==> src/rtl/expr_tx_if.sv <==
// rtl/expr_tx_if.sv - character stream bundle between expr_tx and its sink
interface expr_tx_if;
    logic [7:0] out;
    logic       out_valid;
    logic       out_ready;
    logic       last;

    modport master (
        output out,
        output out_valid,
        output last,
        input  out_ready
    );

    modport slave (
        input  out,
        input  out_valid,
        input  last,
        output out_ready
    );
endinterface

==> src/rtl/expr_tx.sv <==
// rtl/expr_tx.sv - serialises a latched operand/operator set as ASCII "d(op d)*"
module expr_tx #(
    parameter int MAX_TERMS = 8
) (
    input  logic                   clk,
    input  logic                   clr_n,
    input  logic                   start,
    input  logic [3:0]             num_terms,
    input  logic [4*MAX_TERMS-1:0] digits,
    input  logic [MAX_TERMS-2:0]   ops,
    output logic                   busy,
    output logic                   err,
    expr_tx_if.master              tx
);
    typedef enum logic [1:0] {IDLE, DIGIT, OP} state_t;

    localparam logic [3:0] MAX_T4   = 4'(MAX_TERMS);
    localparam int         DIG_PAD  = 64 - 4*MAX_TERMS;
    localparam int         OPS_PAD  = 17 - MAX_TERMS;

    state_t                 state_q, state_d;
    logic [3:0]             idx_q, idx_d;
    logic [3:0]             nterms_q, nterms_d;
    logic [4*MAX_TERMS-1:0] digits_q, digits_d;
    logic [MAX_TERMS-2:0]   ops_q, ops_d;
    logic [7:0]             out_q, out_d;
    logic                   out_valid_q, out_valid_d;
    logic                   last_q, last_d;
    logic                   busy_q, busy_d;
    logic                   err_q, err_d;

    // Latched operands padded to 16 entries so a 4-bit idx indexes them exactly.
    logic [63:0] digits_ext;
    logic [15:0] ops_ext;
    logic [3:0]  idx_inc;
    logic        req_ok;

    assign digits_ext = {{DIG_PAD{1'b0}}, digits_q};
    assign ops_ext    = {{OPS_PAD{1'b0}}, ops_q};
    assign idx_inc    = idx_q + 4'd1;

    // Request check: term count in range and every used operand is a BCD digit.
    always_comb begin
        req_ok = (num_terms != 4'd0) && (num_terms <= MAX_T4);
        for (int i = 0; i < MAX_TERMS; i++) begin
            if ((i < int'(num_terms)) && (digits[4*i +: 4] > 4'd9)) begin
                req_ok = 1'b0;
            end
        end
    end

    // Next-state and next-output decode; outputs are registered so nothing
    // reaches a port combinationally from start or out_ready.
    always_comb begin
        state_d     = state_q;
        idx_d       = idx_q;
        nterms_d    = nterms_q;
        digits_d    = digits_q;
        ops_d       = ops_q;
        out_d       = out_q;
        out_valid_d = out_valid_q;
        last_d      = last_q;
        busy_d      = busy_q;
        err_d       = 1'b0;

        case (state_q)
            IDLE: begin
                out_d       = 8'h00;
                out_valid_d = 1'b0;
                last_d      = 1'b0;
                busy_d      = 1'b0;
                if (start) begin
                    if (req_ok) begin
                        state_d     = DIGIT;
                        idx_d       = 4'd0;
                        nterms_d    = num_terms;
                        digits_d    = digits;
                        ops_d       = ops;
                        out_d       = 8'h30 + {4'h0, digits[3:0]};
                        out_valid_d = 1'b1;
                        last_d      = (num_terms == 4'd1);
                        busy_d      = 1'b1;
                    end else begin
                        err_d = 1'b1;
                    end
                end
            end
            DIGIT: begin
                if (tx.out_ready) begin
                    if (last_q) begin
                        // Final character taken; a coincident start is dropped.
                        state_d     = IDLE;
                        out_d       = 8'h00;
                        out_valid_d = 1'b0;
                        last_d      = 1'b0;
                        busy_d      = 1'b0;
                    end else begin
                        state_d = OP;
                        out_d   = ops_ext[idx_q] ? 8'h2A : 8'h2B;
                        last_d  = 1'b0;
                    end
                end
            end
            OP: begin
                if (tx.out_ready) begin
                    state_d = DIGIT;
                    idx_d   = idx_inc;
                    out_d   = 8'h30 + {4'h0, digits_ext[{idx_inc, 2'b00} +: 4]};
                    last_d  = (idx_inc == (nterms_q - 4'd1));
                end
            end
            default: begin
                state_d     = IDLE;
                out_d       = 8'h00;
                out_valid_d = 1'b0;
                last_d      = 1'b0;
                busy_d      = 1'b0;
            end
        endcase
    end

    // State, latched request and registered outputs; clr_n abandons any stream.
    always_ff @(posedge clk or negedge clr_n) begin
        if (!clr_n) begin
            state_q     <= IDLE;
            idx_q       <= 4'd0;
            nterms_q    <= 4'd0;
            digits_q    <= '0;
            ops_q       <= '0;
            out_q       <= 8'h00;
            out_valid_q <= 1'b0;
            last_q      <= 1'b0;
            busy_q      <= 1'b0;
            err_q       <= 1'b0;
        end else begin
            state_q     <= state_d;
            idx_q       <= idx_d;
            nterms_q    <= nterms_d;
            digits_q    <= digits_d;
            ops_q       <= ops_d;
            out_q       <= out_d;
            out_valid_q <= out_valid_d;
            last_q      <= last_d;
            busy_q      <= busy_d;
            err_q       <= err_d;
        end
    end

    assign tx.out       = out_q;
    assign tx.out_valid = out_valid_q;
    assign tx.last      = last_q;
    assign busy         = busy_q;
    assign err          = err_q;
endmodule

==> src/flat_wrapper.sv <==
// flat-port wrapper written by rule: the top's interface ports become plain ports
module expr_tx_flat 
#(
    parameter int MAX_TERMS = 8
)
  (clk, clr_n, start, num_terms, digits, ops, busy, err, tx_out, tx_out_valid, tx_last, tx_out_ready);
  expr_tx_if tx_i ();
  input  logic clk;
  input  logic clr_n;
  input  logic start;
  input  logic [3:0] num_terms;
  input  logic [4*MAX_TERMS-1:0] digits;
  input  logic [MAX_TERMS-2:0] ops;
  output logic busy;
  output logic err;
  output wire logic [$bits(tx_i.out)-1:0] tx_out;
  output wire logic [$bits(tx_i.out_valid)-1:0] tx_out_valid;
  output wire logic [$bits(tx_i.last)-1:0] tx_last;
  input wire logic [$bits(tx_i.out_ready)-1:0] tx_out_ready;
  assign tx_out = tx_i.out;
  assign tx_out_valid = tx_i.out_valid;
  assign tx_last = tx_i.last;
  assign tx_i.out_ready = tx_out_ready;
  expr_tx #(.MAX_TERMS(MAX_TERMS)) u_core (.clk(clk), .clr_n(clr_n), .start(start), .num_terms(num_terms), .digits(digits), .ops(ops), .busy(busy), .err(err), .tx(tx_i));
endmodule
==> config.mk <==
export PLATFORM = sky130hd
export DESIGN_NAME = expr_tx_flat
export DESIGN_NICKNAME = d
export VERILOG_FILES = /design/src/rtl/expr_tx_if.sv /design/src/rtl/expr_tx.sv /design/src/flat_wrapper.sv
export SDC_FILE = /design/constraint.sdc
export NUM_CORES = 1
export LEC_CHECK = 0
export CORE_MARGIN = 10
export CORE_UTILIZATION = 50
export DETAILED_ROUTE_END_ITERATION = 12
export GPL_TIMING_DRIVEN = 0
export PLACE_DENSITY = 0.74
export SETUP_SLACK_MARGIN = 0.1
export SLEW_MARGIN = 10
export SYNTH_ARGS = -nofsm -noshare
export SYNTH_HDL_FRONTEND = slang
export SYNTH_SLANG_ARGS = --single-unit
export TNS_END_PERCENT = 20
==> constraint.sdc <==
create_clock -name clk -period 3.43 [get_ports clk]
set_input_delay 0.8575 -clock clk [delete_from_list [all_inputs] [get_ports clk]]
set_output_delay 0.8575 -clock clk [all_outputs]
set_load 0.02 [all_outputs]
==> results.cfg <==
[drt]
first_iter_violations = 88
drt_first_pass_iters = 5
wirelength_um = 7000
wl_per_cell_um = 18.4
routed_via_density = 5.57
ant_nets = 0
vias = 2116
drcViolationCount = 0

[die]
dieHeight_um = 97.4
pin_count = 59
start_util = 0.511
rows = 28
coreArea_um2 = 5850
design.die.area_um2 = 9480
dieWidth_um = 97.4

[sta]
slew_viol_final = 0
tns_ns = 0
final_hold_viol_count = 0
tightest_slew_ns = 0.722
period_share = 0.845
setup_viol = 0
max_slew_margin = 0.519
worst_slack_ns = 0.531
clock.fmax_mhz = 345
skew_ns = 0.00445
grt_setup_unrepaired = no
whs_ns = 0.501
min_period_ns = 2.90

[power]
ir_drop_mv = 0.405
total_power_w = 0.00297
p_leak_nw = 1.70
power.density_nw_per_um2 = 771

[min_path]
hold_start = u_core.digits_q[25]$_DFFE_PN0P_
hold_path.class = flop to flop
hold_end = u_core.digits_q[25]$_DFFE_PN0P_
whs_path_depth = 1

[job]
cap_viol_max_count = 0

[placed_design]
place_ws_ns = 0.207
port_buffers = 56
dp_hpwl_um = 5280
gp_congestion = 0.791

[critical_path]
cp.arrival_ns = 3.12
reg2reg_from = u_core.idx_q[1]$_DFFE_PN0P_
start_kind = primary input
r2r_setup_slack_ns = 0.79
required_ns = 3.65
critPathCaptureType = flop
criticalPathCategory = primary input to flop
worstRegToRegCells = 7
crit_fanout = 10
reg2reg_to = u_core.tx.out[1]$_DFFE_PN0P_

[layout]
drive_gt1_frac = 0.275
final_nets = 350
final_cell_mix = dfrtp_1, clkdlybuf4s50_1, mux2_2, clkbuf_8, nand2_1
final_util = 0.658
final_common_cell = dfrtp_1
syn_to_final_growth_pct = 28.7
antennaDiodeCount = 0
fillers = 455

[synthesis]
synth_edf_count = 0
synth_cell_types = 50
syn_area_per_cell_um2 = 12.8
synth_warnings = 0
synth_area_um2 = 2990
synth-seq-cells = 58
synthFlopType = dfrtp_1
synthArstFlopShare = 1.00
yosysSeqAreaShare = 0.485
syn_inst = 233

[clocking]
cts_buffers = 9
h-tree-depth = 3
cts_tree = yes
ctsLongestPathBuffers = 2
post_cts_buffers = 0
clock_sinks = 58
cts_hold_buffers = 0
cts.clk_slew.worst_paths_ns = 0.06
clk_latency_ns = 0.33
ctsResizeCount = 0
clockRootBuffer = clkbuf_8

[grt]
grt_pass1_wl_um = 11700
grt_max_degree = 59
grt-ovfl-total = 0
grt_antenna_before_repair = 0
track_usage = 0.152
grt_pass1_vias = 2318

[outcome]
outcome = finished clean
==> Yosys cell counts, types with 2 or more instances <==
cell      instances  area share
nand3_1           6       0.010
ha_1              2      0.0084
and3_1            3      0.0063
maj3_1            2      0.0067
inv_1             8       0.010
mux4_2            9       0.068
mux2_4            7       0.035
a31oi_1           4      0.0084
a21bo_2           3       0.010
buf_4             4       0.010
a21oi_1           8       0.013
buf_6             4       0.015
clkbuf_1          2      0.0025
mux2i_1           4       0.013
or3_1             2      0.0042
a31o_1            2      0.0059
xor2_1            2      0.0059
nand2_1          11       0.014
nand3b_1          2      0.0050
nor2_1            9       0.011
dfrtp_1          58        0.49
mux2_2           34        0.13
o21ai_0          10       0.017
o211ai_1          6       0.015
xnor2_1           6       0.018
==> cell type report <==
class | instances | area [um2] | area share
clock buffer | 13 | 169 | 0.0439
inverter | 8 | 30.0 | 0.00780
tap | 75 | 93.8 | 0.0244
sequential | 58 | 1450 | 0.377
clock inverter | 2 | 35.0 | 0.00910
timing repair buffer | 56 | 558 | 0.145
buffer | 13 | 106 | 0.0276
multi-input combinational | 155 | 1410 | 0.365
==> registers in the layout (all words and copies together) (netlist names), 2 cells and up <==
register / count
u_core.digits_q: 32
u_core.nterms_q: 4
u_core.idx_q: 4
u_core.state_q: 2
u_core.ops_q: 7
u_core.tx.out: 6
==> report_power, final <==
part / switching [W] / internal, W / total (W)
clock network: 0.000267 / 0.000390 / 0.000657
registers: 0.000178 / 0.000972 / 0.00115
logic: 0.000495 / 0.000668 / 0.00116
==> worst max path at each step <==
stage / start / end / slack, ns / depth (start not counted)
global route: num_terms[3] / u_core.digits_q[0]$_DFFE_PN0P_ / 0.37 / 8
detailed placement: num_terms[3] / u_core.digits_q[0]$_DFFE_PN0P_ / 0.21 / 8
finish: num_terms[3] / u_core.digits_q[0]$_DFFE_PN0P_ / 0.53 / 8
floorplan: num_terms[0] / u_core.digits_q[0]$_DFFE_PN0P_ / 1.12 / 7
CTS: num_terms[3] / u_core.digits_q[0]$_DFFE_PN0P_ / 0.55 / 8
global placement: clr_n / u_core.digits_q[24]$_DFFE_PN0P_ / -0.36 / 1
==> critical path, cell delays in order <==
cell             delay (ns)
clkdlybuf4s50_1        0.60
nor2_1                 0.24
a32oi_1                0.16
nor3_2                 0.57
nand2_4                0.14
buf_6                  0.19
buf_8                  0.15
a21bo_2                0.21
==> stage by stage <==
step	cell area, um2	cells
global route	3850	380
CTS	3850	380
global placement	3650	365
finish	3850	380
detailed placement	3650	365
floorplan	3000	234
==> logic make-up after synthesis <==
kind of cell / after synthesis / synth area share
fa+ha+maj: 4 / 0.0151
compound gates: 45 / 0.110
xor+xnor: 8 / 0.0234
simple gates: 42 / 0.0753
mux: 54 / 0.244
other cells: 1 / 0.00125
flops: 58 / 0.485
buf+inv: 21 / 0.0456
==> per-layer routing <==
layer / global-route usage / part of all wire
met5: 0 / 0
met4: 0.0772 / 0.023
met3: 0.0398 / 0.045
met2: 0.244 / 0.49
met1: 0.184 / 0.44
No activity file was read; power rests on OpenSTA's default activity.
